**src/rtl/avg_pool_decimate.sv**
```systemverilog
// Window-sum averaging and decimation stage for the 1D CNN pooling path.
// Divides by POOL_SIZE via rounded reciprocal multiply, saturates, decimates.
module avg_pool_decimate #(
  parameter int IN_WIDTH    = 16,
  parameter int OUT_WIDTH   = 12,
  parameter int POOL_SIZE   = 10,
  parameter int STRIDE      = 10,
  parameter int SKIP        = 9,
  parameter int RECIP_WIDTH = 16
) (
  input  logic                 clk,
  input  logic                 rst,
  output logic                 pool_ready_in,
  input  logic                 pool_valid_in,
  input  logic [IN_WIDTH-1:0]  pool_data_in,
  input  logic                 pool_ready_out,
  output logic                 pool_valid_out,
  output logic [OUT_WIDTH-1:0] pool_data_out,
  output logic                 pool_warm
);

  localparam int PW  = IN_WIDTH + RECIP_WIDTH;
  localparam int SKW = (SKIP > 0) ? $clog2(SKIP + 1) : 1;
  localparam int PHW = (STRIDE > 1) ? $clog2(STRIDE) : 1;

  localparam longint unsigned RECIP_L =
    ((64'd1 << RECIP_WIDTH) + 64'(POOL_SIZE / 2)) / 64'(POOL_SIZE);
  localparam logic [PW-1:0] RECIP = PW'(RECIP_L);

  localparam logic [PW:0] HALF = (PW+1)'(1) << (RECIP_WIDTH - 1);
  localparam logic [PW:0] MAXV = (PW+1)'((64'd1 << OUT_WIDTH) - 64'd1);

  logic [SKW-1:0] skip_cnt;
  logic [PHW-1:0] phase_cnt;
  logic           v1;
  logic [PW-1:0]  prod;

  logic           en;
  logic           accept;
  logic           fwd;
  logic [PW-1:0]  mult;
  logic [PW:0]    rsum;
  logic [PW:0]    q;
  logic           sat;

  // Handshake, forwarding decision and the arithmetic datapath.
  always_comb begin
    en            = pool_ready_out | ~pool_valid_out;
    pool_ready_in = en;
    pool_warm     = (skip_cnt == SKW'(SKIP));
    accept        = pool_valid_in & en;
    fwd           = accept & pool_warm & (phase_cnt == '0);
    mult          = PW'(pool_data_in) * RECIP;
    rsum          = {1'b0, prod} + HALF;
    q             = rsum >> RECIP_WIDTH;
    sat           = (q > MAXV);
  end

  // Warm-up and decimation counters, advancing only on accepted beats.
  always_ff @(posedge clk) begin
    if (rst) begin
      skip_cnt  <= '0;
      phase_cnt <= '0;
    end else if (accept) begin
      if (!pool_warm) begin
        skip_cnt <= skip_cnt + 1'b1;
      end else if (phase_cnt == PHW'(STRIDE - 1)) begin
        phase_cnt <= '0;
      end else begin
        phase_cnt <= phase_cnt + 1'b1;
      end
    end
  end

  // Stage 1: reciprocal multiply of the forwarded beat.
  always_ff @(posedge clk) begin
    if (rst) begin
      v1   <= 1'b0;
      prod <= '0;
    end else if (en) begin
      v1 <= fwd;
      if (fwd) begin
        prod <= mult;
      end
    end
  end

  // Stage 2: round half up, saturate to the sample width.
  always_ff @(posedge clk) begin
    if (rst) begin
      pool_valid_out <= 1'b0;
      pool_data_out  <= '0;
    end else if (en) begin
      pool_valid_out <= v1;
      pool_data_out  <= sat ? '1 : q[OUT_WIDTH-1:0];
    end
  end

endmodule

```
**config.mk**
```make
export PLATFORM = sky130hd
export DESIGN_NAME = avg_pool_decimate
export DESIGN_NICKNAME = d
export VERILOG_FILES = /design/src/rtl/avg_pool_decimate.sv
export SDC_FILE = /design/constraint.sdc
export NUM_CORES = 1
export LEC_CHECK = 0
export ABC_AREA = 1
export ABC_CLOCK_PERIOD_IN_PS = 5100
export CAP_MARGIN = 10
export CORE_ASPECT_RATIO = 0.6
export CORE_MARGIN = 4
export CORE_UTILIZATION = 49
export CTS_BUF_LIST = sky130_fd_sc_hd__clkbuf_4 sky130_fd_sc_hd__clkbuf_8 sky130_fd_sc_hd__clkbuf_16
export CTS_CLUSTER_SIZE = 12
export DETAILED_ROUTE_END_ITERATION = 6
export GPL_TIMING_DRIVEN = 0
export PLACE_DENSITY = 0.71
export SETUP_SLACK_MARGIN = 0.4
export SLEW_MARGIN = 20
export SYNTH_ARGS = -nofsm -noshare
export SYNTH_HDL_FRONTEND = slang
export SYNTH_SLANG_ARGS = --single-unit
```
**constraint.sdc**
```tcl
create_clock -name clk -period 5.1 [get_ports clk]
set_input_delay 1.02 -clock clk [delete_from_list [all_inputs] [get_ports clk]]
set_output_delay 1.02 -clock clk [all_outputs]
set_load 0.005 [all_outputs]
```
==> results.md, run 1 <==
* Number of global-route vias before repair at 4,948
* Status: finished, final reports clean
* Clk Tree Root Cell: sky130_fd_sc_hd__clkbuf_16
* Clock Skews at 1.64 ps
* Post-synthesis share of cell area spent on xor and xnor gates at 0.0284
* Total overflow reported by the global router at 0
* Portion of netlist area occupied by mux cells at 0
* Portion of total power attributed to the clock network at 0.076
* Area of the multi-input gates at 4780 um2
* Detailed Place HPWL at 11.9 mm
* Worst reg2reg setup slack at 3170 ps
* Power density over the cells at 598 nW/um2
* Pin count of the biggest net entering global routing at 11
* Critical-path cell list: buf_12 -> ha_4 -> xor2_2 -> ha_4 -> fa_1 -> fa_1 -> inv_2 -> fa_1 -> inv_2 -> ha_4 -> nand2_4 -> nor2_4 -> nor3b_4 -> nand2_1 -> nand3_2 -> nand2_2 -> nand2_1 -> nand2_1 -> nand3_2 -> nand2_1 -> inv_1
* Launch instance of the worst min-delay path: v1$_SDFFE_PP0N_
* Most frequent cells in the layout: sky130_fd_sc_hd__inv_1, sky130_fd_sc_hd__nand2_1, sky130_fd_sc_hd__ha_1
* Number of distinct standard cells referenced by the synthesized netlist at 34
* Final Util at 0.641
* Hold depth at 2
* Final Hold Viols at 0
* Category of cells accounting for the largest share of critical-path delay: adder cells
* Buffer depth of the longest clock path at 2
* Number of DRC violations after detailed routing at 0
* Cts hold-fix bufs at 0
* Depth of the CTS H-tree at 2
* CTS tree: built
* Final setup violation count at 0
* Clock sink total at 36
* Synthesized flop and latch total at 36
* Longest individual stage delay on the worst path at 590 ps
* Count of maximum capacitance violations at 0
* Switching power at 2.22 mW
* Number of routed nets with antenna violations at 0
* Sw Share at 0.536
* Proportion of layout cells with a drive suffix above 1 at 0.196
* Total inserted antenna cells at 0
* Number of antenna violations at the first check in global routing at 0
* Part of the total power dissipated in sequential elements at 0.069
* Number of clock buffers inserted by TritonCTS at 5
* # nets final at 956
* FF-to-FF Start: skip_cnt[0]$_SDFFE_PP0P_
* End point of the most critical hold path: v1$_SDFFE_PP0N_
* Count of buffers from port buffering at 34
* Complex-gate fraction of the synthesized area at 0.0967
* Max VDD drop at 0.000518 V
* Final total negative setup slack at 0 ps
* Post-synthesis net count at 902
* Worst setup path class: in -> reg
* Achievable frequency at 213 MHz
* Mean number of vias per cell at 5.42
* Fin Hold WS at 466 ps
* Adder-cell share of the synthesized area at 0.444
* LEAKAGE at 3.58 nW
* Core Box Area at 10,800 um2
* Portion of total power attributed to combinational logic at 0.855
* Slew Limit Fails at 0
* Post-synth design cell area at 5550 um2
* Sequential-to-total area share from yosys stat at 0.130
* Number of detailed-route iterations in the first pass at 6
* Largest family of logic cells by synthesized area: adder cells
* Path class of the lowest-slack min-delay path: reg -> reg
* Clk pin slew, worst setup/hold paths at 50 ps
* Worst Reg2Reg Path Length in Cells at 9
* Post-synthesis instance total at 718
* DR iter-0 viols at 343
* Post-place setup slack at -738 ps
* Max FO, Critical Path at 5
* Time the final worst path needs with I/O delays and setup at 4700 ps
* IO Count at 35
* Starting Density at 0.513
* Register area at 721 um2
* Overall die height at 90.4 um
* Internal Pwr Total at 1.92 mW
* RSZ-0062 raised after global routing: yes
* Wire length of the first global-routing pass at 24.1 mm
* Sort of element at the start of the critical path: primary input
* Placed inst area at 6090 um2
* Leading cell type in the layout, fill and taps excluded: sky130_fd_sc_hd__inv_1
* All-layer global routing usage at 0.223
* Final cell area excluding filler cells at 6930 um2
* Final worst path period share at 0.922
* Area share of and/or/nand/nor cells after synthesis at 0.184
* Crit path setup slack, layout at 397 ps
* Via count at 4,942
* Placement Rows at 29
* Total wire length after detailed routing at 14.9 mm
* Dominant cell type by area after synthesis: sky130_fd_sc_hd__ha_1
* Die Area at 13,100 um2
* Required time of the critical path at 5330 ps
* Data arrival time at the worst-slack endpoint at 4930 ps
* End of the worst register-to-register path: prod[15]$_SDFFE_PP0P_
* Die outline width at 145 um
* Synth warnings at 0
* Share of Yosys cell area claimed by the top area cell type at 0.246
* Placer Congestion at 0.914
* Drt wl/cell at 16.4 um
* Critical Path Most Common Cell: sky130_fd_sc_hd__nand2_1
* Relative slew slack at 0.596
* Layout overhead on the synthesized area at 24.9%
* Slowest stage cell, crit path: sky130_fd_sc_hd__fa_1
* Average cell area after synthesis at 7.73 um2
* Endpoint kind of the worst setup timing path: flip-flop
* Crit path buf inv count at 4
* Filler cells at 945
* Dominant cells by area after synthesis: sky130_fd_sc_hd__ha_1, sky130_fd_sc_hd__fa_1, sky130_fd_sc_hd__dfxtp_1
* Actual transition at the worst max-transition pin at 605 ps
* Clock latency on the worst-skew pair at 280 ps
-- stage by stage --
stage / cells / total power, mW
after floorplan: 718 / 2.01
after global placement: 891 / 2.52
after detailed placement: 891 / 2.57
after CTS: 899 / 3.26
after global routing: 911 / 4.50
final: 911 / 4.14
-- timing repair --
item,4_1_cts,5_1_grt
buffers inserted,1,12
setup endpoints to repair,14,14
resized for setup,121,107
pin swaps,12,58
-- state kept, by name (all words and copies together) (netlist names) --
signal	count
phase_cnt	4
prod	14
skip_cnt	4
pool_valid_out	1
pool_data_out	12
v1	1
-- worst register-to-register path, delay by kind of cell (launching register included) --
| family | cells | cell delay [ps] |
|---|---|---|
| adder cells (fa/ha/maj) | 1 | 170 |
| AND/OR/NAND/NOR | 5 | 780 |
| flip-flops | 1 | 390 |
| buffers and inverters | 3 | 490 |
-- cells in the mapped netlist, drive strengths merged --
master    n
inv     161
nor3     12
and3      3
clkbuf    5
buf       3
nand3    35
o21bai    7
nor2     58
o21a      2
and2      2
xnor2     3
xor2     15
or2       2
a21oi    42
o21ai    33
nand2   111
nand4    11
ha      109
dfxtp    36
a311oi    1
fa       55
o22ai     1
o211ai    1
nor3b     1
a21o      9
-- how the worst max path moves through the flow --
| stage | slack (ps) | start | depth (start not counted) | to |
|---|---|---|---|---|
| floorplan | 360 | pool_data_in[11] | 18 | prod[24]$_SDFFE_PP0P_ |
| global placement | -760 | pool_data_in[5] | 16 | prod[18]$_SDFFE_PP0P_ |
| detailed placement | -740 | pool_data_in[6] | 19 | prod[26]$_SDFFE_PP0P_ |
| CTS | 390 | pool_data_in[2] | 19 | prod[25]$_SDFFE_PP0P_ |
| global route | 230 | pool_data_in[0] | 21 | prod[21]$_SDFFE_PP0P_ |
| finish | 400 | pool_data_in[1] | 21 | prod[21]$_SDFFE_PP0P_ |
-- metal layers --
metal  track usage  up-vias  part of all wire
met5             0        -                 0
met4        0.0229        0            0.0044
met3        0.0391       10             0.062
met2         0.344      132              0.45
met1         0.335     2408              0.48
li1              -     2392                 -
-- cells by family after synthesis --
logic type / count (synthesis)
AND/OR/NAND/NOR: 235
AO/OA/AOI/OAI: 96
buffers and inverters: 169
flip-flops: 36
adder cells (fa/ha/maj): 164
XOR/XNOR: 18
-- layout make-up --
class / count / share of cell area
sequential: 36 / 0.104
inverter: 161 / 0.0872
multi-input combinational: 513 / 0.690
clock buffer: 7 / 0.0220
tap: 139 / 0.0251
timing repair buffer: 47 / 0.0655
buffer: 8 / 0.00614
-- power by group through the flow --
stage	sequential, mW	combinational [mW]	clock [mW]
finish	0.285	3.54	0.317
global route	0.285	3.88	0.333
CTS	0.285	2.66	0.321
detailed placement	0.291	2.28	0
global placement	0.290	2.22	0
floorplan	0.290	1.72	0
Note: power is estimated with default switching activity, not from simulation.
==> inputs of run 2 (changes only) <==
--- a/config.mk
+++ b/config.mk
@@ -8,14 +8,17 @@
 export ABC_AREA = 1
 export ABC_CLOCK_PERIOD_IN_PS = 5100
 export CAP_MARGIN = 10
+export CELL_PAD_IN_SITES_DETAIL_PLACEMENT = 2
+export CELL_PAD_IN_SITES_GLOBAL_PLACEMENT = 2
 export CORE_ASPECT_RATIO = 0.6
 export CORE_MARGIN = 4
-export CORE_UTILIZATION = 49
+export CORE_UTILIZATION = 33
 export CTS_BUF_LIST = sky130_fd_sc_hd__clkbuf_4 sky130_fd_sc_hd__clkbuf_8 sky130_fd_sc_hd__clkbuf_16
-export CTS_CLUSTER_SIZE = 12
+export CTS_CLUSTER_SIZE = 24
 export DETAILED_ROUTE_END_ITERATION = 6
 export GPL_TIMING_DRIVEN = 0
-export PLACE_DENSITY = 0.71
+export HOLD_SLACK_MARGIN = 0.08
+export PLACE_DENSITY_LB_ADDON = 0.1
 export SETUP_SLACK_MARGIN = 0.4
 export SLEW_MARGIN = 20
 export SYNTH_ARGS = -nofsm -noshare
==> run 2 against run 1 <==
Clock skew increased by 4.5 ps. Largest cell class unchanged. Worst setup slack worse by 170 ps. Register-to-register slack lost 310 ps. Critical endpoint unchanged. Sequential share of layout area decreased by 0.39 points.
==> results.md, run 2 (synthesis results as in run 1) <==
* Final Hold Viols at 0 (unchanged)
* DR iter-0 viols at 238 (-31%)
* Actual transition at the worst max-transition pin at 674 ps (+69.2 ps)
* Clock latency on the worst-skew pair at 290 ps (about the same)
* Depth of the CTS H-tree at 2 (unchanged)
* Portion of total power attributed to the clock network at 0.068 (-0.008)
* Leading cell type in the layout, fill and taps excluded: sky130_fd_sc_hd__inv_1
* Power density over the cells at 677 nW/um2 (+13%)
* Switching power at 2.69 mW (+21%)
* Slowest stage cell, crit path: sky130_fd_sc_hd__fa_1
* Internal Pwr Total at 2.19 mW (+14%)
* Relative slew slack at 0.546 (-0.0509)
* Final cell area excluding filler cells at 7210 um2 (+3.9%)
* Achievable frequency at 205 MHz (-3.4%)
* Starting Density at 0.339 (-0.174)
* Required time of the critical path at 5290 ps (-40 ps)
* Final worst path period share at 0.955 (+0.0327)
* Number of detailed-route iterations in the first pass at 4 (-2)
* Clock sink total at 36 (unchanged)
* Status: finished, final reports clean
* Clk pin slew, worst setup/hold paths at 60 ps (about the same)
* Mean number of vias per cell at 5.03 (-7.3%)
* Drt wl/cell at 20.6 um (+26%)
* Proportion of layout cells with a drive suffix above 1 at 0.212 (+0.0159)
* CTS tree: built
* Detailed Place HPWL at 15.5 mm (+30%)
* Core Box Area at 16,400 um2 (+51%)
* Overall die height at 108 um (+20%)
* Most frequent cells in the layout: sky130_fd_sc_hd__inv_1, sky130_fd_sc_hd__nand2_1, sky130_fd_sc_hd__ha_1
* Die outline width at 175 um (+21%)
* Endpoint kind of the worst setup timing path: flip-flop
* Buffer depth of the longest clock path at 2 (unchanged)
* Number of DRC violations after detailed routing at 0 (unchanged)
* Total overflow reported by the global router at 0 (unchanged)
* Pin count of the biggest net entering global routing at 11 (unchanged)
* IO Count at 35 (unchanged)
* Max FO, Critical Path at 5 (unchanged)
* Wire length of the first global-routing pass at 30.3 mm (+26%)
* Critical Path Most Common Cell: sky130_fd_sc_hd__fa_1
* Sort of element at the start of the critical path: primary input
* Placed Cells incl. Taps at 980 (+10%)
* Registers with the highest flip-flop counts: prod (14), pool_data_out (12)
* Count of buffers from port buffering at 34 (unchanged)
* Clk Tree Root Cell: sky130_fd_sc_hd__clkbuf_16
* Data arrival time at the worst-slack endpoint at 5060 ps (+130 ps)
* Number of routed nets with antenna violations at 0 (unchanged)
* Max VDD drop at 0.000315 V (-39%)
* Sw Share at 0.551 (+0.0149)
* Total inserted antenna cells at 0 (unchanged)
* Finished Layout Cells at 1,008 (+11%)
* Layout overhead on the synthesized area at 29.9%
* Cts hold-fix bufs at 0 (unchanged)
* LEAKAGE at 3.66 nW (+2.3%)
* Placement Rows at 36 (+24%)
* Slew Limit Fails at 0 (unchanged)
* Via count at 5,068 (+2.5%)
* Time the final worst path needs with I/O delays and setup at 4870 ps (+167 ps)
* Total wire length after detailed routing at 20.7 mm (+39%)
* Portion of total power attributed to combinational logic at 0.874 (+0.019)
* Clock Skews at 6.11 ps (+4.47 ps)
* # nets final at 963 (+0.73%)
* Part of the total power dissipated in sequential elements at 0.058 (-0.011)
* Critical-path cell list: buf_6 -> ha_4 -> xor2_2 -> ha_1 -> fa_1 -> fa_1 -> inv_2 -> fa_1 -> inv_2 -> ha_4 -> nand2_8 -> nor2_4 -> nor3b_4 -> nand2_2 -> nand3_4 -> nand2_4 -> nand3_2 -> nand3_2 -> nand2_1 -> inv_1
* Path class of the lowest-slack min-delay path: reg -> reg
* Reg with most FFs: prod
* RSZ-0062 raised after global routing: yes
* Number of flip-flops under the largest register name at 14 (unchanged)
* Placed inst area at 6200 um2 (+1.8%)
* Number of global-route vias before repair at 5,573 (+13%)
* Fin Hold WS at 485 ps (+19.1 ps)
* All-layer global routing usage at 0.205 (-0.0180)
* Longest individual stage delay on the worst path at 540 ps (-50 ps)
* Number of antenna violations at the first check in global routing at 0 (unchanged)
* Placer Congestion at 0.814 (-11%)
* Die Area at 19,000 um2 (+45%)
* Number of clock buffers inserted by TritonCTS at 5 (unchanged)
* Final setup violation count at 0 (unchanged)
* Worst setup path class: in -> reg
* Count of maximum capacitance violations at 0 (unchanged)
## run 2: cell types whose count changed in the layout (fill, tap and decap cells not counted), moves of 3 or more
| cell | previous run | this run |
|---|---|---|
| sky130_fd_sc_hd__buf_4 | 16 | 24 |
| sky130_fd_sc_hd__nor2_2 | 8 | 5 |
| sky130_fd_sc_hd__a21oi_1 | 31 | 27 |
| sky130_fd_sc_hd__nand3_1 | 30 | 27 |
## run 2: metal layers
| metal | part of all wire | global-route usage | vias up |
|---|---|---|---|
| met1 | 0.50 | 0.304 | 2575 |
| met3 | 0.028 | 0.0276 | 23 |
| met2 | 0.47 | 0.334 | 68 |
| met4 | 0.0095 | 0.0117 | 0 |
| li1 | - | - | 2402 |
| met5 | 0 | 0 | - |
## run 2: area by class of cell
| cell class | count | area (um2) |
|---|---|---|
| Sequential cell | 36 | 721 |
| Buffer | 8 | 42.5 |
| Multi-Input combinational cell | 513 | 4880 |
| Timing Repair Buffer | 54 | 517 |
| Fill cell | 1846 | 9150 |
| Clock buffer | 8 | 154 |
| Tap cell | 228 | 285 |
| Inverter | 161 | 604 |
## run 2: path summary, 6_finish.rpt
check,start,end,slack (ps),depth (start not counted)
setup / recovery,pool_data_in[4],prod[21]$_SDFFE_PP0P_,230,20
hold / removal,v1$_SDFFE_PP0N_,v1$_SDFFE_PP0N_,490,2
hold reg to reg,v1$_SDFFE_PP0N_,v1$_SDFFE_PP0N_,490,2
setup reg to reg,skip_cnt[0]$_SDFFE_PP0P_,prod[16]$_SDFFE_PP0P_,2860,9
## run 2: per-stage QoR
step	setup WS [ps]	setup TNS, ps	total power [mW]	util
CTS	402	0	3.77	0.414
detailed placement	-934	-11230	2.72	0.379
finish	230	0	4.88	0.441
global placement	-857	-9580	2.63	0.379
global route	102	0	5.20	0.441
floorplan	358	0	2.01	-
## run 2: power groups by stage
stage	clock [mW]	sequential, mW	combinational, mW
floorplan	0	0.290	1.72
global placement	0	0.291	2.34
detailed placement	0	0.291	2.43
CTS	0.338	0.285	3.14
global route	0.357	0.285	4.56
finish	0.332	0.285	4.26
## run 2: timing repair
action,CTS,global route
resized for setup,171,79
setup buffers,3,17
endpoints found under the setup margin,14,13
pin swaps,36,43
## run 2: worst max-delay path, delay by kind of cell
| kind | cells | cell delay, ps |
|---|---|---|
| xor+xnor | 1 | 170 |
| simple gates | 9 | 1080 |
| fa+ha+maj | 6 | 2520 |
| buf+inv | 4 | 270 |
==> inputs of run 3 (changes only) <==
==> constraint.sdc (replaced) <==
create_clock -name clk -period 5.1 [get_ports clk]
set_input_delay 1.53 -clock clk [delete_from_list [all_inputs] [get_ports clk]]
set_output_delay 1.53 -clock clk [all_outputs]
set_load 0.005 [all_outputs]
==> run 3 against run 2 <==
The run now ends with setup timing left. Power grew 1.7%. Non-clock buffer count rose by 12. Sequential share of layout area shrank 0.31 points. Register-to-register slack gained 110 ps. Sequential power about the same. Worst setup slack worse by 440 ps. Via count is 0.79% higher. First-iteration DRC count down 20%.
==> results.md, run 3 (synthesis results as in run 1) <==
* Final total negative setup slack at -727 ps (-727 ps)
* Leading cell type in the layout, fill and taps excluded: sky130_fd_sc_hd__inv_1
* Sw Share at 0.539 (-0.0119)
* Filler cells at 1,768 (-4.2%)
* Final Util at 0.455 (+0.0140)
* Path class of the lowest-slack min-delay path: reg -> reg
* Registers with the highest flip-flop counts: prod (14), pool_data_out (12)
* Placed inst area at 6560 um2 (+5.9%)
* Number of DRC violations after detailed routing at 0 (unchanged)
* Clock sink total at 36 (unchanged)
* End point of the most critical hold path: v1$_SDFFE_PP0N_
* Fin Hold WS at 485 ps (-0.0390 ps)
* End of the worst register-to-register path: prod[16]$_SDFFE_PP0P_
* Worst Reg2Reg Path Length in Cells at 9 (unchanged)
* Time the final worst path needs with I/O delays and setup at 5310 ps (+438 ps)
* Crit path setup slack, layout at -208 ps (-438 ps)
* Placed Cells incl. Taps at 980 (unchanged)
* Critical Path Most Common Cell: sky130_fd_sc_hd__fa_1
* Number of routed nets with antenna violations at 0 (unchanged)
* CTS tree: built
* Total power consumption of the routed design at 4.96 mW (+1.7%)
* Max VDD drop at 0.000316 V (+0.49%)
* Power density over the cells at 667 nW/um2 (-1.4%)
* Slew Limit Fails at 0 (unchanged)
* Detailed Place HPWL at 15.9 mm (+2.5%)
* Number of antenna violations at the first check in global routing at 0 (unchanged)
* Via count at 5,108 (+0.79%)
* Portion of total power attributed to combinational logic at 0.876 (+0.002)
* Portion of total power attributed to the clock network at 0.066 (-0.002)
* Placement Rows at 36 (unchanged)
* Overall die height at 108 um (unchanged)
* Required time of the critical path at 5280 ps (about the same)
* Count of buffers from port buffering at 34 (unchanged)
* Final Hold Viols at 0 (unchanged)
* Number of detailed-route iterations in the first pass at 4 (unchanged)
* Placer Congestion at 0.820 (+0.64%)
* Worst setup path class: in -> reg
* Violated checks: setup timing
* Achievable frequency at 188 MHz (-8.3%)
* Final cell area excluding filler cells at 7430 um2 (+3.2%)
* Relative slew slack at 0.573 (+0.0275)
* Final worst path period share at 1.04 (+0.0859)
* Total inserted antenna cells at 0 (unchanged)
* # nets final at 975 (+1.2%)
* Pin count of the biggest net entering global routing at 11 (unchanged)
* Finished Layout Cells at 1,020 (+1.2%)
* Most frequent cells in the layout: sky130_fd_sc_hd__inv_1, sky130_fd_sc_hd__nand2_1, sky130_fd_sc_hd__ha_1
* Actual transition at the worst max-transition pin at 640 ps (-34.1 ps)
* Post-place setup slack at -1250 ps (-321 ps)
* Buffer depth of the longest clock path at 2 (unchanged)
* Register area at 721 um2 (unchanged)
* Reg with most FFs: prod
* Slowest stage cell, crit path: sky130_fd_sc_hd__fa_1
* Max FO, Critical Path at 7 (+2)
* Number of clock buffers inserted by TritonCTS at 5 (unchanged)
* Worst reg2reg setup slack at 2970 ps (+110 ps)
* Total wire length after detailed routing at 20.5 mm (-1.3%)
* Final setup violation count at 8 (+8)
* Number of flip-flops under the largest register name at 14 (unchanged)
* Critical-path cell list: buf_12 -> ha_4 -> xor2_2 -> ha_2 -> a21o_1 -> fa_1 -> fa_1 -> inv_2 -> fa_1 -> inv_2 -> ha_4 -> nand2_4 -> nor2_4 -> nor3b_4 -> nand2_1 -> nand3_2 -> buf_4 -> xor2_2 -> o21ai_1 -> inv_1
* Switching power at 2.68 mW (-0.44%)
* Launch instance of the worst min-delay path: v1$_SDFFE_PP0N_
* All-layer global routing usage at 0.213 (+0.00836)
* Wire length of the first global-routing pass at 31.3 mm (+3.4%)
* Sort of element at the start of the critical path: primary input
* Hold depth at 2 (unchanged)
* Proportion of layout cells with a drive suffix above 1 at 0.244 (+0.0321)
* Starting Density at 0.339 (unchanged)
* Die outline width at 175 um (unchanged)
* Status: finished, violations left
* Total overflow reported by the global router at 0 (unchanged)
* Clk Tree Root Cell: sky130_fd_sc_hd__clkbuf_16
* Clock Skews at 3.26 ps (-2.85 ps)
* Number of global-route vias before repair at 5,717 (+2.6%)
* Drt wl/cell at 20.1 um (-2.5%)
* Count of maximum capacitance violations at 0 (unchanged)
* Endpoint kind of the worst setup timing path: flip-flop
* Layout overhead on the synthesized area at 34.0%
* Mean number of vias per cell at 5.01 (-0.40%)
* Die Area at 19,000 um2 (unchanged)
* RSZ-0062 raised after global routing: yes
* Area of the multi-input gates at 4960 um2 (+1.6%)
* LEAKAGE at 3.73 nW (+1.8%)
* Internal Pwr Total at 2.28 mW (+4.4%)
* Part of the total power dissipated in sequential elements at 0.057 (about the same)
* Clock latency on the worst-skew pair at 290 ps (about the same)
* Longest individual stage delay on the worst path at 520 ps (-20 ps)
* Clk pin slew, worst setup/hold paths at 60 ps (about the same)
* Core Box Area at 16,400 um2 (unchanged)
* FF-to-FF Start: skip_cnt[0]$_SDFFE_PP0P_
* IO Count at 35 (unchanged)
* Depth of the CTS H-tree at 2 (unchanged)
* DR iter-0 viols at 191 (-20%)
* Data arrival time at the worst-slack endpoint at 5490 ps (+430 ps)
[run 3: cell count changes in the layout (fill, tap and decap cells not counted), sizes merged]
cell           delta
buf              +12
clkbuf            -1
clkdlybuf4s15     +1
[run 3: power by group through the flow]
stage                     logic [mW]  clock network, mW  registers [mW]
after global routing            4.70              0.358           0.285
final                           4.35              0.329           0.285
after CTS                       3.71              0.341           0.285
after detailed placement        3.04                  0           0.291
after floorplan                 2.32                  0           0.290
after global placement          2.94                  0           0.291
[run 3: how the worst max path moves through the flow]
| stage | startpoint | cells after the start | slack (ps) | endpoint |
|---|---|---|---|---|
| after floorplan | pool_data_in[5] | 19 | 150 | prod[26]$_SDFFE_PP0P_ |
| after global placement | pool_data_in[5] | 19 | -1240 | prod[26]$_SDFFE_PP0P_ |
| after detailed placement | pool_data_in[5] | 19 | -1250 | prod[26]$_SDFFE_PP0P_ |
| after CTS | pool_data_in[12] | 20 | -80 | prod[23]$_SDFFE_PP0P_ |
| after global routing | pool_data_in[2] | 19 | -290 | prod[17]$_SDFFE_PP0P_ |
| final | pool_data_in[2] | 20 | -210 | prod[17]$_SDFFE_PP0P_ |
[run 3: final cells by class]
class / count / share of cell area
Multi-Input combinational cell: 513 / 0.667
Sequential cell: 36 / 0.0969
Timing Repair Buffer: 66 / 0.0895
Inverter: 161 / 0.0813
Tap cell: 228 / 0.0384
Clock buffer: 8 / 0.0207
Buffer: 8 / 0.00589
[run 3: routing by layer]
metal | vias to the layer above | part of all wire | GRT usage
met5 | - | 0 | 0
met1 | 2602 | 0.47 | 0.304
met2 | 73 | 0.48 | 0.367
met4 | 0 | 0.0061 | 0.0117
li1 | 2420 | - | -
met3 | 13 | 0.045 | 0.0238
[run 3: critical path: cells and delay by family]
family | cells | cell delay [ps]
adder cells (fa/ha/maj) | 6 | 2310
AND/OR/NAND/NOR | 5 | 710
buffers and inverters | 5 | 410
AO/OA/AOI/OAI | 2 | 310
XOR/XNOR | 2 | 220
[run 3: what timing repair did]
action | 4_1_cts | 5_1_grt
gates resized for setup | 174 | 36
pin swaps | 63 | 55
hold buffers | 0 | 0
buffers inserted | 19 | 13
endpoints found under the setup margin | 15 | 15
==> variant 1: new RTL, flow settings as in run 1 <==
`IN_WIDTH`: 16 -> 20.
--- a/src/rtl/avg_pool_decimate.sv
+++ b/src/rtl/avg_pool_decimate.sv
@@ -1,7 +1,7 @@
 // Window-sum averaging and decimation stage for the 1D CNN pooling path.
 // Divides by POOL_SIZE via rounded reciprocal multiply, saturates, decimates.
 module avg_pool_decimate #(
-  parameter int IN_WIDTH    = 16,
+  parameter int IN_WIDTH    = 20,
   parameter int OUT_WIDTH   = 12,
   parameter int POOL_SIZE   = 10,
   parameter int STRIDE      = 10,
Ports: changed (resized pool_data_in); port bits go from 35 to 39. The function was not compared with the original's and may differ.
==> variant 1 against run 1 <==
Clock skew is 0.0030 ns higher; final area grew 31%; global-route usage grew 1.0 points; setup slack worse by 0.086 ns; synthesized area increased by 28%; sequential cell count increased by 4; critical endpoint is now prod[25]; routed wire length grew 26%; total power grew 52%.
==> variant 1: results <==
[layout]
fin_nets = 1262
n_antenna_cell = 0
drive_above_1_share = 0.219
reg_top3 = "prod (18), pool_data_out (12)"
fill_cells = 1145

[global_routing]
grt_pass1_wl_um = 30600
grt_pass1_vias = 6159
grt_max_degree = 12
grt_use_total = 0.233
antenna_found_initial = 0

[worst_setup_path]
r2r_setup_slack_ns = 2.77
reg2reg_to = "pool_data_out[7]"
rr_startpoint = "prod[15]"
crit_path_max_incr_delay_ns = 0.52
cp_slowest_cell = "fa_1"
path_max_fanout = 5
r2r_cells = 13
arrival_ns = 4.98

[min_path]
holdPathEnd = "v1"
holdCritPathClass = "register to register"
hold_path_depth = 2

[timing]
slew_headroom = 0.634
skew_ns = 0.00469
period_needed_ns = 4.79

[yosys]
synth_area_leaders = "fa_1, ha_1, inv_1"
yosysSeqAreaShare = 0.113
synth_common_cells = "inv_1, nand2_1, ha_1"
async_flop_share = 0
yosysUniqueCellTypes = 34
synth_fp_nets = 1182
synth_warnings = 0

[cts]
cts_max_level = 2
cts_root_buf = "clkbuf_16"
clock_latency_ns = 0.29
clk_pin_slew_ns = 0.06

[place]
dp_hpwl_um = 15000
place_ws_ns = -0.720
routabilityCongestion = 0.965
io_buffers = 38
placed_area_um2 = 7870

[detailed_routing]
avgRoutedWirePerCell_um = 15.2
first_iter_violations = 529
dr.pass1.iters = 5
drt-vias-per-instance = 5.20

[run_status]
outcome = "complete, no violations"

[power]
leakage_nw = 4.76
vdd_drop_max_mv = 0.552
variant 1: cell types whose count changed in the layout (fill, tap and decap cells not counted), moves of 9 or more:
cell,run 1,this run
nand2_1,89,147
buf_4,16,36
fa_1,54,75
inv_1,150,220
nor2_1,42,51
nand3_2,5,23
ha_4,22,31
inv_2,11,24
variant 1: worst max-delay path, delay by kind of cell:
family | cells | cell delay (ns)
fa+ha+maj | 6 | 2.61
buf+inv | 7 | 0.56
simple gates | 6 | 0.79
variant 1: worst max-delay path by stage:
stage,depth (start not counted),start,slack [ns],endpoint
final,19,pool_data_in[14],0.31,prod[25]
after global placement,18,pool_data_in[9],-0.72,prod[23]
after detailed placement,20,pool_data_in[6],-0.72,prod[23]
after CTS,18,pool_data_in[8],0.40,prod[23]
after global routing,19,pool_data_in[5],0.20,prod[27]
after floorplan,17,pool_data_in[11],0.40,prod[31]
variant 1: where the power goes:
group	internal [mW]	switching [mW]	leakage [nW]
clock network	0.206	0.123	0.0780
logic	2.39	3.26	4.36
registers	0.314	0.00184	0.323
variant 1: stage by stage:
step | hold WS [ns] | cells | utilization
after floorplan | 0.441 | 959 | -
after global placement | 0.454 | 1189 | 0.565
after detailed placement | 0.461 | 1189 | 0.565
after CTS | 0.470 | 1216 | 0.615
after global routing | 0.524 | 1232 | 0.653
final | 0.466 | 1232 | 0.653
variant 1: area by class of cell:
cell class                      instances  area share
Timing Repair Buffer                   73      0.0785
Inverter                              246       0.102
Buffer                                 10     0.00619
Tap cell                              192      0.0264
Multi-Input combinational cell        663       0.682
Sequential cell                        40      0.0881
Clock buffer                            8      0.0169
variant 1: cell families (layout without fill, tap and decap cells):
kind of cell               Yosys count  count (layout)  synth area share
DFF                                 40              40             0.113
adders and majority gates          199             199             0.431
and+or+nand+nor                    343             343             0.220
buffers and inverters              256             337             0.138
xor gates and xnor gates            15              15            0.0185
AOI/OAI and AO/OA                  106             106            0.0805
variant 1: metal layers:
metal	GRT usage	vias up	wire length (um)
met4	0.0168	2	91
met5	0.0170	-	39
met2	0.329	204	7440
met1	0.376	3019	9600
met3	0.0472	11	1600
li1	-	3165	-
variant 1: what timing repair did:
item | 4_1_cts | 5_1_grt
pin swaps | 45 | 36
endpoints found under the setup margin | 18 | 17
setup buffers | 19 | 16
endpoints found under the hold margin | 0 | 0
resized for setup | 182 | 105
==> variant 2: new RTL, settings of run 1 <==
Without the edit above. Reset style: asynchronous (`rst`), changed in 3 clocked blocks.
--- a/src/rtl/avg_pool_decimate.sv
+++ b/src/rtl/avg_pool_decimate.sv
@@ -57,7 +57,7 @@
   end
 
   // Warm-up and decimation counters, advancing only on accepted beats.
-  always_ff @(posedge clk) begin
+  always_ff @(posedge clk or posedge rst) begin
     if (rst) begin
       skip_cnt  <= '0;
       phase_cnt <= '0;
@@ -73,7 +73,7 @@
   end
 
   // Stage 1: reciprocal multiply of the forwarded beat.
-  always_ff @(posedge clk) begin
+  always_ff @(posedge clk or posedge rst) begin
     if (rst) begin
       v1   <= 1'b0;
       prod <= '0;
@@ -86,7 +86,7 @@
   end
 
   // Stage 2: round half up, saturate to the sample width.
-  always_ff @(posedge clk) begin
+  always_ff @(posedge clk or posedge rst) begin
     if (rst) begin
       pool_valid_out <= 1'b0;
       pool_data_out  <= '0;
Function: differs if rst is asserted again (counterexample within 10 cycles, from zero or initial values and one cycle with rst high); with rst held inactive, the same outputs for 10 cycles.
==> variant 2 against run 1 <==
Worst hold slack gained 0.00053 ns; routed wire length down 7.0%; critical endpoint is now prod[25]; total power increased by 11%; largest power group unchanged; sequential cell count unchanged; setup slack lost 0.056 ns; final area increased by 0.78%; synthesized area is 2.0% higher; non-clock buffer count is 4 lower; critical path type unchanged; clock power increased by 16%; count of clock-buffer cells in the layout is the same.
==> variant 2: results <==
[global_routing]
grt_use_total = 0.215
grt_pass1_vias = 4784
grt_max_degree = 37
grt_pass1_wl_um = 23600

[worst_setup_path]
r2r_setup_slack_ns = 3.24
path_max_fanout = 5
crit_path_max_incr_delay_ns = 0.55

[power]
leakage_nw = 3.69
vdd_drop_max_mv = 0.459
p_clk_mw = 0.368
seqPwrFrac = 0.097
p_sw_frac = 0.526

[place]
routabilityCongestion = 1.01
place_ws_ns = -0.797
dp_hpwl_um = 11500
dp_cells = 882

[yosys]
yosysSeqAreaShare = 0.159
synthAdderAreaFrac = 0.436
async_flop_share = 1.00
synthXorXnorAreaFrac = 0.0325
synth_warnings = 0
postSynthCellCount = 688
synth_common_cells = "inv_1, nand2_1, ha_1"
yosysUniqueCellTypes = 40
synthFlopType = "dfrtp_1"
synth_compound_area_frac = 0.0761
synth_area_leaders = "ha_1, fa_1, dfrtp_1"
synth_fp_nets = 872

[timing]
worst_slew_pin_slew_ns = 0.742
skew_ns = 0.00410
period_needed_ns = 4.76

[cts]
cts_made_buffers = 5
cts_root_buf = "clkbuf_16"

[layout]
final_cells = 902
fin_nets = 925
drive_above_1_share = 0.195

[detailed_routing]
dr.pass1.iters = 5
first_iter_violations = 441
drt-total-wl_um = 13900
drt-vias-per-instance = 5.25

[run_status]
outcome = "complete, no violations"

[min_path]
holdCritPathClass = "register to register"
## variant 2: kinds of logic after synthesis
| group | Yosys count |
|---|---|
| AO/OA/AOI/OAI | 72 |
| XOR/XNOR | 21 |
| adder cells (fa/ha/maj) | 164 |
| buffers and inverters | 156 |
| flip-flops | 36 |
| AND/OR/NAND/NOR | 239 |
## variant 2: per-stage QoR
stage	hold WS [ns]	instance area (um2)	utilization	TNS, ns	total power [mW]
after global routing	0.484	6990	0.618	0	5.00
after global placement	0.439	6250	0.553	-7.61	2.99
after CTS	0.470	6650	0.588	0	3.76
final	0.467	6990	0.618	0	4.58
after floorplan	0.420	5710	-	0	2.35
after detailed placement	0.458	6250	0.553	-8.20	3.04
## variant 2: final timing paths
check | from | end | cells after the start
max in group asynchronous | rst | pool_data_out[8] | 2
worst min register to register | v1 | pool_valid_out | 2
worst min-delay path | v1 | pool_valid_out | 2
worst max-delay path | pool_data_in[6] | prod[25] | 21
min in group asynchronous | rst | prod[21] | 2
worst max register to register | prod[15] | pool_data_out[2] | 9
## variant 2: routing by layer
layer	track usage	up-vias	share of wire
met1	0.324	2282	0.50
met2	0.323	140	0.43
met4	0.0243	0	0.0067
met5	0	-	0
met3	0.0504	17	0.072
li1	-	2297	-
## variant 2: layout make-up
| class | count | area [um2] |
|---|---|---|
| clock inverter | 1 | 30.0 |
| fill | 929 | 4310 |
| tap | 160 | 200 |
| clock buffer | 7 | 153 |
| timing repair buffer | 46 | 428 |
| sequential | 36 | 901 |
| buffer | 5 | 32.5 |
| multi-input combinational | 496 | 4670 |
| inverter | 151 | 572 |
## variant 2: what timing repair did
| item | in CTS | in global routing |
|---|---|---|
| setup buffers | 1 | 11 |
| pin swaps | 18 | 48 |
| setup endpoints to repair | 14 | 14 |
| resized for setup | 126 | 75 |
